===== src/rtl/cpu_pkg.sv =====
// rtl/cpu_pkg.sv - shared core types for the instruction front end
//
// Purpose: address/instruction widths and the fetch queue entry layout
// shared by the fetcher, the instruction queue and decode.
package cpu_pkg;

  localparam int XLEN = 32;

  typedef logic [XLEN-1:0] Addr;
  typedef logic [31:0]     Inst;

  typedef struct packed {
    Addr addr;
    Inst bits;
  } FetchEntry;

  // Sequential fetch step; wraps modulo 2^XLEN.
  function automatic Addr next_fetch_addr(input Addr a);
    return a + Addr'(4);
  endfunction

endpackage


===== src/rtl/inst_fetcher.sv =====
// rtl/inst_fetcher.sv - instruction fetch front end feeding the instruction queue
//
// Purpose: issues word fetches to the instruction memory bus (at most one
// outstanding) and writes {addr, bits} entries into the instruction queue.
// Execute-stage redirects flush the queue and restart fetch at the target.
//
// Ports:
//   clk                     core clock, all state on rising edge
//   rst                     asynchronous active-low reset
//   membus_valid/ready      request handshake (valid never depends on ready)
//   membus_addr             request address (word aligned)
//   membus_rvalid/rdata     in-order response, one per accepted request
//   fifo_wvalid/wdata       queue write side
//   fifo_wready(_two)       queue has at least one / two free slots
//   fifo_flush              queue flush, combinational from control_hazard
//   control_hazard(_pc_next) redirect request and target from execute
module inst_fetcher
  import cpu_pkg::*;
#(
  parameter Addr RESET_VECTOR = 32'h0000_0000
) (
  input  logic      clk,
  input  logic      rst,
  output logic      membus_valid,
  input  logic      membus_ready,
  output Addr       membus_addr,
  input  logic      membus_rvalid,
  input  Inst       membus_rdata,
  output logic      fifo_wvalid,
  input  logic      fifo_wready,
  input  logic      fifo_wready_two,
  output FetchEntry fifo_wdata,
  output logic      fifo_flush,
  input  logic      control_hazard,
  input  Addr       control_hazard_pc_next
);

  Addr       pc;
  Addr       req_addr;
  logic      pending;
  logic      discard;
  logic      obuf_valid;
  FetchEntry obuf;

  logic      issue_ok;
  logic      accept;
  logic      stale_in_flight;

  // Requiring two free queue slots reserves room for both the buffered
  // entry and the response still in flight, so responses never stall.
  assign issue_ok = !control_hazard
                 && (!pending || membus_rvalid)
                 && (!obuf_valid || fifo_wready)
                 && fifo_wready_two;

  assign membus_valid = issue_ok;
  assign membus_addr  = pc;
  assign accept       = issue_ok && membus_ready;

  assign fifo_wvalid  = obuf_valid;
  assign fifo_wdata   = obuf;
  assign fifo_flush   = control_hazard;

  // A redirect while a response is still owed leaves a stale word on the
  // bus; it must be swallowed when it eventually arrives.
  assign stale_in_flight = pending && !membus_rvalid;

  always_ff @(posedge clk or negedge rst) begin
    if (!rst) begin
      pc         <= RESET_VECTOR;
      req_addr   <= '0;
      pending    <= 1'b0;
      discard    <= 1'b0;
      obuf_valid <= 1'b0;
      obuf       <= '0;
    end else if (control_hazard) begin
      // Redirect wins: any same-cycle response is dropped, no issue.
      pc         <= control_hazard_pc_next;
      obuf_valid <= 1'b0;
      pending    <= stale_in_flight;
      discard    <= stale_in_flight;
    end else begin
      if (accept) begin
        req_addr <= pc;
        pc       <= next_fetch_addr(pc);
      end

      if (accept) begin
        pending <= 1'b1;
      end else if (membus_rvalid) begin
        pending <= 1'b0;
      end

      if (membus_rvalid && discard) begin
        discard <= 1'b0;
      end

      if (membus_rvalid && !discard) begin
        obuf       <= '{addr: req_addr, bits: membus_rdata};
        obuf_valid <= 1'b1;
      end else if (fifo_wready) begin
        obuf_valid <= 1'b0;
      end
    end
  end

endmodule


===== config.mk =====
export PLATFORM = sky130hd
export DESIGN_NAME = inst_fetcher
export DESIGN_NICKNAME = d
export VERILOG_FILES = /design/src/rtl/cpu_pkg.sv /design/src/rtl/inst_fetcher.sv
export SDC_FILE = /design/constraint.sdc
export NUM_CORES = 1
export LEC_CHECK = 0
export ABC_AREA = 1
export BUFFER_PORTS_ARGS = -buffer_cell sky130_fd_sc_hd__clkbuf_2
export CAP_MARGIN = 15
export CORE_ASPECT_RATIO = 0.7
export CORE_MARGIN = 1.5
export CORE_UTILIZATION = 52
export DETAILED_ROUTE_END_ITERATION = 7
export GPL_TIMING_DRIVEN = 0
export PLACE_DENSITY = 0.9
export SLEW_MARGIN = 15
export SYNTH_ARGS = -nofsm -noshare
export SYNTH_HDL_FRONTEND = slang
export SYNTH_SLANG_ARGS = --single-unit

===== constraint.sdc =====
create_clock -name clk -period 1.9 [get_ports clk]
set_input_delay 0.38 -clock clk [delete_from_list [all_inputs] [get_ports clk]]
set_output_delay 0.38 -clock clk [all_outputs]
set_load 0.1 [all_outputs]

* After elaboration in Yosys (flattened, before gate mapping)
Index checks and enable logic that the tools add are counted.
** Operators by class
- Reductions and logical operators :: 20
- Add/subtract/negate cells :: 1
- Bitwise logic cells :: 1
- Multiplexer cells :: 10
** Operator list (number)
- two-way mux 32 bit :: 2
- adder 32 x 3 -> 32 bit, second input constant :: 1
- two-way mux 1 bit :: 8
- logical AND 1 bit :: 7
- nonzero test 3 bit :: 2
- logical NOT 1 bit :: 5
- AND reduction 2 bit :: 2
- nonzero test 2 bit :: 2
- logical OR 1 bit :: 2
- NOT 1 bit :: 1
** Storage, ports and cells
- Output and inout port bits :: 99
- Flip-flop bits (word level) :: 131
- Word-level logic and storage cells :: 39

* Longest topological paths before layout
Gate-level depths: netlist (run 1).
- Word-level depth :: 8
- Depth in mapped cells :: 11
- Gate-level depth less buffers :: 9

* Least setup slack after synthesis (run 1)
OpenSTA, ideal clock, no wires.
- Path kind :: register -> register
- From :: register pc[3] (netlist: membus_addr[3])
- To :: register pc[24] (netlist: membus_addr[24])
- Setup time :: 128 ps
- Setup slack :: -324 ps
- Buffers on the path :: 0
- Arrival time :: 2096 ps
- Stages on the path, launching flop included :: 9
- Cells stage by stage :: dfrtp_1 ha_1 nand2_1 nor2_2 nand2_1 nor2_1 nand3_1 nand3_1 nand3_1
** Between the ends
- Cells in the longest elaborated chain, start to end :: 3
** Ends and longest elaborated chain
- start, declared :: line inst_fetcher.sv:38 : Addr pc;
- start signal, assigned :: line inst_fetcher.sv:78 : pc <= control_hazard_pc_next;
- start signal, assigned :: line inst_fetcher.sv:85 : pc <= next_fetch_addr(pc);
- adder 32 x 3 -> 32 bit :: line cpu_pkg.sv:19 : return a + Addr'(4);
- two-way mux 32 bit :: line inst_fetcher.sv:83 : if (accept) begin
- two-way mux 32 bit :: line inst_fetcher.sv:76 : end else if (control_hazard) begin
No other way between the ends. The select of a mux whose other input is x is not followed.
A chain may end at the register's enable or synchronous reset.

* Worst setup path in the final report (run 1)
- From :: register obuf_valid (netlist: fifo_wvalid)
- To :: output membus_valid
** Between the ends
- Cells in the longest elaborated chain, start to end :: 4
** Ends and longest elaborated chain
- start, declared :: line inst_fetcher.sv:42 : logic obuf_valid;
- start signal, assigned :: line inst_fetcher.sv:74 : obuf_valid <= 1'b0;
- start signal, assigned :: line inst_fetcher.sv:79 : obuf_valid <= 1'b0;
- start signal, assigned :: line inst_fetcher.sv:100 : obuf_valid <= 1'b1;
- logical NOT 1 bit :: line inst_fetcher.sv:53 : && (!obuf_valid || fifo_wready)
- logical OR 1 bit :: line inst_fetcher.sv:53
- logical AND 1 bit :: line inst_fetcher.sv:53
- logical AND 1 bit :: line inst_fetcher.sv:54 : && fifo_wready_two;
- end, declared :: line inst_fetcher.sv:24 : output logic membus_valid,
No other way between the ends.

==> results by group, run 1 <==
Outcome
  – Status: finished clean

Layout
  – Layout Utilization: 0.695
  – Area grow syn2layout: 28.7%
  – Layout cell share with drive strength beyond 1: 0.342
  – NumNets Final: 906
  – Final instance area: 0.00776 mm^2
  – N_diodes: 0
  – Layout Cells excl Fill: around 1.0k

Place
  – IO buf count: 168
  – Post-DP Area: 0.00713 mm^2
  – DP Wirelength: 11.7 mm
  – Dpl ws: 124 ps
  – Gpl congestion: 0.960
  – DP Cell Count: 967

Global route
  – Initial antenna violation count: 0
  – Total gr overflow: 0
  – Vias in the first global route: 5,319
  – All-Layer GR Usage: 0.278
  – Largest net degree at the start of global routing: 102
  – First-pass GRT wire length: 26.2 mm

Synthesis
  – EDFF count, synth: 0
  – Synth Area in Adders: 0.00207
  – Compound-Gate Fraction of Synth Area: 0.0643
  – Yosys warning total: 0
  – Cell with the most instances after synthesis: nand2_1
  – Post-Synthesis Cell Area: 0.00603 mm^2
  – Net count after synthesis: roughly 720
  – Area fraction in and, or, nand and nor cells after synthesis: 0.207
  – Synth Area in XOR/XNOR: 0.00871
  – Post-synth top area cell: dfrtp_1
  – Synthesis-stage register bit count: 131
  – Synth unique cells: 29
  – Main combinational cell family by area after synthesis: simple AND/OR/NAND/NOR gates
  – List of most frequent post-synthesis cells: nand2_1 (153), dfrtp_1 (131), inv_1 (70), nand3_1 (55), o21ai_0 (45)
  – Top cells by area, synth: dfrtp_1 (54%), nand2_1 (9.5%), mux2_2 (6.3%)
  – Mean post-synth cell area: slightly above 9 um^2
  – Post-synth ARST share: 1.00
  – Sequential element share of the synthesized area: 0.543
  – Cells after synthesis: 645
  – Synth Flop Type: dfrtp_1
  – Top-area cell type share of the netlist area: 0.543
  – Post-synthesis mux area share: 0.0989

Clock network
  – CTS tree: done
  – Clock root cell: clkbuf_16
  – CTS sink count: roughly 130
  – Max clock buf depth: 2
  – Worst skew pair latency: between 400 and 500 ps
  – CTS buffer count: 17
  – Clk pin slew, worst setup/hold paths: 60 ps
  – # H-tree levels: 4

Route
  – Detailed Routing Iterations Pass 1: 5
  – Routed Antenna Nets: 0
  – # DRC: 0
  – Total wire length: 16.2 mm
  – Iter 0 DRT Violations: 488
  – Per-cell routed wire length: 16.2 um
  – Via count: approximately 5.3k
  – DR vias/cell: 5.35

STA
  – Clock Skew: 6.50 ps
  – Max Slew Vio Count: 0
  – Least-Margin Pin Slew: roughly 580 ps
  – Final Cycle Share: 0.960
  – Hold_ws: 179 ps
  – Setup violators final: 0
  – Max frequency: between 0.5 and 0.6 GHz
  – RSZ-0062 raised after global routing: false
  – Relative slew slack: 0.616
  – Setup slack after layout: roughly 77 ps
  – Total negative slack: 0 ps
  – Final hold viol count: 0
  – Min Tclk post-route: 1820 ps

Power
  – Pwr Total: 11.4 mW
  – Lkg Pwr: 3.99 nW
  – Maximum vdd drop: 0.000729 V
  – Pwr Density: 1470 mW/mm^2

Setup path
  – Critical-path cell list: inv_1, nor2_2, nor2_4, nand2_1, clkinvlp_4, clkbuf_8
  – CP max FO: 3
  – Bufs and invs on worst path: 3
  – R2r startpoint: membus_addr[2]
  – Crit Reg-Reg Endpoint: membus_addr[26]
  – CP delay by family, top: flip-flops
  – Worst path slowest cell: dfrtp_2
  – Setup slack on the worst flop-to-flop path: 120 ps
  – Worst Path Required: 1520 ps
  – Crit. End Element: output pin
  – Startpoint types: register
  – Reg2Reg Depth: 8
  – Max incr delay on CP: 400 ps
  – Worst EP arrival: around 1400 ps
  – WS Path Type: reg2out

Floorplanning
  – Die Height: 93.1 um
  – Starting Density: 0.540
  – I/O pin cnt: 170
  – Core area: 0.0112 mm^2
  – DIE WIDTH: approximately 130 um
  – Die area: 0.0123 mm^2
  – FP Rows: 32

Hold path
  – Hold Path Stages: 2
  – Hold path start: membus_rdata[29]
  – Worst min-delay path class: in2reg
  – Hold Path Sink: fifo_wdata[29]

Run
  – # Max-Cap Violations: 0
[layout make-up]
cell class,instances,area [um^2]
timing repair buffer,170,896
clock buffer,23,478
clock inverter,9,129
sequential,131,3300
buffer,27,191
inverter,71,270
fill,855,3410
tap,153,191
multi-input combinational,416,2310
[report_power, final]
group / switching [mW] / total [mW] / internal, mW
sequential: 0.371 / 3.71 / 3.34
clock: 1.19 / 3.35 / 2.16
combinational: 3.64 / 4.34 / 0.701
total: 5.20 / 11.4 / 6.20
[worst max path at each step]
| stage | startpoint | end | slack (ps) | cells past startpoint |
|---|---|---|---|---|
| 2_1_floorplan | membus_addr[21] | membus_addr[24] | -3 | 7 |
| 3_3_place_gp | rst | membus_addr[13] | -1800 | 1 |
| 3_5_place_dp | membus_addr[2] | membus_addr[26] | 120 | 7 |
| 4_1_cts | fifo_wvalid | membus_valid | 70 | 6 |
| 5_1_grt | fifo_wvalid | membus_valid | 20 | 6 |
| 6_report | fifo_wvalid | membus_valid | 80 | 6 |
[worst reg2reg max path: stages, from the launching register on]
cell and delay, ps:
dfrtp_2 420, ha_1 240, nand2_1 90, nor2_2 160, nand2_1 100, nor2_1 320, nand4_1 160, nand2_1 100
nand3_1 70
[what timing repair did]
item,4_1_cts,5_1_grt
setup buffers,0,0
endpoints found under the setup margin,1,3
endpoints found under the hold margin,30,0
hold buffers,1,0
gates resized for setup,3,2
[cell usage in the layout (no fill, tap or decap), types with 7 or more instances in the layout]
master,Yosys,routed
a21oi_1,14,14
dfrtp_2,0,16
clkbuf_16,0,17
nor2_2,13,14
dfrtp_1,131,115
nand3_1,55,55
nand3b_1,8,8
o21ai_0,45,45
nand4_1,7,7
nor2_1,38,37
mux2_2,34,34
nand2_1,153,153
buf_6,10,10
clkbuf_2,0,166
mux2_1,19,19
buf_2,9,9
clkbuf_1,7,10
inv_1,70,69
[cells by family (layout without fill, tap and decap cells)]
kind of cell,Yosys count,in the layout
mux,53,53
fa+ha+maj,1,1
xor+xnor,6,6
simple gates,284,284
flops,131,131
compound gates,72,72
buf+inv,98,300
[per-layer routing]
layer / track usage / vias up / part of all wire
met5: 0 / - / 0
met3: 0.0911 / 41 / 0.11
met2: 0.428 / 304 / 0.45
met1: 0.362 / 2525 / 0.42
li1: - / 2476 / -
met4: 0.126 / 0 / 0.024
[state kept, by name (all words and copies together), names as in the netlist]
signal and count:
fifo_wvalid 1, pending 1, req_addr 32, discard 1, membus_addr 32, fifo_wdata 64
No activity file was read; power rests on OpenSTA's default activity.
==> run 2: changes to the inputs <==
--- a/config.mk
+++ b/config.mk
@@ -10,10 +10,9 @@
 export CAP_MARGIN = 15
 export CORE_ASPECT_RATIO = 0.7
 export CORE_MARGIN = 1.5
-export CORE_UTILIZATION = 52
+export CORE_UTILIZATION = 35
 export DETAILED_ROUTE_END_ITERATION = 7
 export GPL_TIMING_DRIVEN = 0
-export PLACE_DENSITY = 0.9
 export SLEW_MARGIN = 15
 export SYNTH_ARGS = -nofsm -noshare
 export SYNTH_HDL_FRONTEND = slang
==> results by group, run 2 (synthesized netlist as in run 1, its figures left out) <==
Outcome
  – Status: finished clean

STA
  – Max Slew Vio Count: 0 (unchanged)
  – Least-Margin Pin Slew: 638 ps (+61.5 ps)
  – Hold_ws: 162 ps (-17.3 ps)
  – RSZ-0062 raised after global routing: false
  – Final Cycle Share: 0.955 (-0.00474)
  – Clock Skew: 12.8 ps (+6.33 ps)
  – Min Tclk post-route: 1810 ps (-9.01 ps)
  – Setup violators final: 0 (unchanged)
  – Relative slew slack: 0.575 (-0.0410)
  – Final hold viol count: 0 (unchanged)
  – Max frequency: 0.551 GHz (+0.50%)

Power
  – Pwr Total: 11.4 mW (+0.17%)
  – Comb power frac: 0.378 (-0.003)
  – Switch share: 0.459 (+0.00281)
  – Clk network pwr share: 0.299 (+0.005)
  – Lkg Pwr: 3.99 nW (about the same)
  – Sequential share of power: 0.323 (-0.002)
  – Internal: 6.18 mW (-0.35%)
  – Sw Pwr: 5.24 mW (+0.79%)
  – Maximum vdd drop: 0.000514 V (-30%)
  – Pwr Density: 1450 mW/mm^2 (-1.2%)

Run
  – # Max-Cap Violations: 0 (unchanged)

Setup path
  – Worst EP arrival: 1430 ps (about the same)
  – CP max FO: 6 (+3)
  – WS Path Type: reg2out
  – R2r startpoint: membus_addr[2]
  – Startpoint types: register
  – Crit. End Element: output pin
  – Max incr delay on CP: 520 ps (+120 ps)
  – Setup slack on the worst flop-to-flop path: 200 ps (+80 ps)
  – Worst Path Required: 1520 ps (about the same)
  – Critical-path cell list: clkbuf_2
  – Reg2Reg Depth: 8 (unchanged)
  – Worst path slowest cell: clkbuf_2
  – Crit Reg-Reg Endpoint: membus_addr[30]
  – Bufs and invs on worst path: 1 (-2)
  – CP delay by family, top: buffers and inverters

Clock network
  – Clock root cell: clkbuf_16
  – # H-tree levels: 4 (unchanged)
  – CTS tree: done
  – Worst skew pair latency: 420 ps (about the same)
  – Post CTS Setup Buffer Count: 0 (unchanged)
  – CTS sink count: 131 (unchanged)
  – Max clock buf depth: 2 (unchanged)
  – CTS buffer count: 17 (unchanged)
  – Clk pin slew, worst setup/hold paths: 60 ps (about the same)

Hold path
  – Hold Path Sink: membus_addr[0]
  – Hold path start: control_hazard_pc_next[0]
  – Hold Path Stages: 3 (+1)
  – Worst min-delay path class: in2reg

Layout
  – Area grow syn2layout: 30.5%
  – Most frequent cells in the layout: clkbuf_2 (166), nand2_1 (153), dfrtp_1 (115)
  – NumNets Final: 906 (unchanged)
  – Largest register FFs: 64 (unchanged)
  – # fillers: 1,649 (+93%)
  – Layout cell share with drive strength beyond 1: 0.346 (+0.00354)
  – Most common cell after layout, fill and taps aside: clkbuf_2
  – N_diodes: 0 (unchanged)

Global route
  – Vias in the first global route: 5,039 (-5.3%)
  – All-Layer GR Usage: 0.195 (-0.0834)
  – First-pass GRT wire length: 26.8 mm (+2.2%)
  – Total gr overflow: 0 (unchanged)
  – Initial antenna violation count: 0 (unchanged)
  – Largest net degree at the start of global routing: 74 (-27%)

Route
  – DR vias/cell: 4.67 (-13%)
  – Total wire length: 16.5 mm (+1.9%)
  – # DRC: 0 (unchanged)
  – Detailed Routing Iterations Pass 1: 5 (unchanged)
  – Routed Antenna Nets: 0 (unchanged)
  – Iter 0 DRT Violations: 278 (-43%)
  – Per-cell routed wire length: 15.4 um (-4.9%)
  – Via count: 5,011 (-6.3%)

Floorplanning
  – Die Height: 113 um (+21%)
  – Core area: 0.0166 mm^2 (+49%)
  – I/O pin cnt: 170 (unchanged)
  – DIE WIDTH: 160 um (+21%)
  – FP Rows: 39 (+22%)
  – Starting Density: 0.364 (-0.176)
  – Die area: 0.0180 mm^2 (+47%)

Place
  – Gpl congestion: 0.949 (-1.1%)
  – DP Wirelength: 12.5 mm (+6.6%)
  – IO buf count: 168 (unchanged)
-- run 2: cell count changes in the layout (fill, tap and decap cells not counted) --
| cell | delta |
|---|---|
| buf_8 | +1 |
| clkinv_2 | -2 |
| clkbuf_1 | -1 |
| inv_6 | +1 |
| nor2_2 | +1 |
| nand3_2 | +1 |
| clkinv_4 | +3 |
| clkbuf_8 | -2 |
| nand3_1 | -1 |
| nor2_1 | -1 |
-- run 2: per-layer routing --
metal | track usage | up-vias | part of all wire
li1 | - | 2468 | -
met1 | 0.285 | 2342 | 0.49
met2 | 0.282 | 189 | 0.42
met3 | 0.0550 | 12 | 0.080
met4 | 0.0523 | 0 | 0.0077
met5 | 0 | - | 0
-- run 2: repair_timing --
| item | 4_1_cts | 5_1_grt |
|---|---|---|
| hold endpoints to repair | 58 | 0 |
| gates resized for setup | 3 | 5 |
| endpoints found under the setup margin | 1 | 4 |
| hold buffers | 1 | 0 |
| cloned | 0 | 0 |
-- run 2: area by class of cell --
| type | instances | area [um^2] | share of cell area |
|---|---|---|---|
| tap | 225 | 282 | 0.0358 |
| sequential | 131 | 3300 | 0.419 |
| clock buffer | 21 | 460 | 0.0585 |
| clock inverter | 11 | 154 | 0.0196 |
| timing repair buffer | 170 | 897 | 0.114 |
| buffer | 27 | 191 | 0.0243 |
| inverter | 71 | 270 | 0.0343 |
| multi-input combinational | 416 | 2320 | 0.295 |
-- run 2: worst max-delay path by stage --
stage	end	slack (ps)	from	cells past startpoint
6_report	membus_addr[23]	90	membus_addr[23]	1
5_1_grt	membus_valid	10	fifo_wvalid	6
4_1_cts	membus_addr[30]	10	membus_addr[2]	7
3_5_place_dp	membus_addr[30]	50	membus_addr[2]	7
3_3_place_gp	membus_addr[15]	-2000	rst	1
2_1_floorplan	membus_addr[24]	-3	membus_addr[21]	7
-- run 2: through the flow --
stage / instance area (um^2) / setup slack [ps] / utilization / instances / TNS, ps
final: 7870 / 85.8 / 0.474 / 1072 / 0
after global routing: 7870 / 11.6 / 0.474 / 1072 / 0
after CTS: 7850 / 14.8 / 0.473 / 1072 / 0
after detailed placement: 7220 / 48.3 / 0.435 / 1039 / 0
after global placement: 7180 / -2000 / 0.433 / 1038 / -229190
after floorplan: 6060 / -3.42 / - / 645 / -3.42
-- run 2: power groups by stage --
stage	registers (mW)	logic [mW]	clock network [mW]
2_1_floorplan	6.50	0.713	0
3_3_place_gp	3.72	4.31	0
3_5_place_dp	3.74	4.34	0
4_1_cts	3.69	4.35	3.48
5_1_grt	3.77	4.52	3.62
6_report	3.69	4.32	3.41
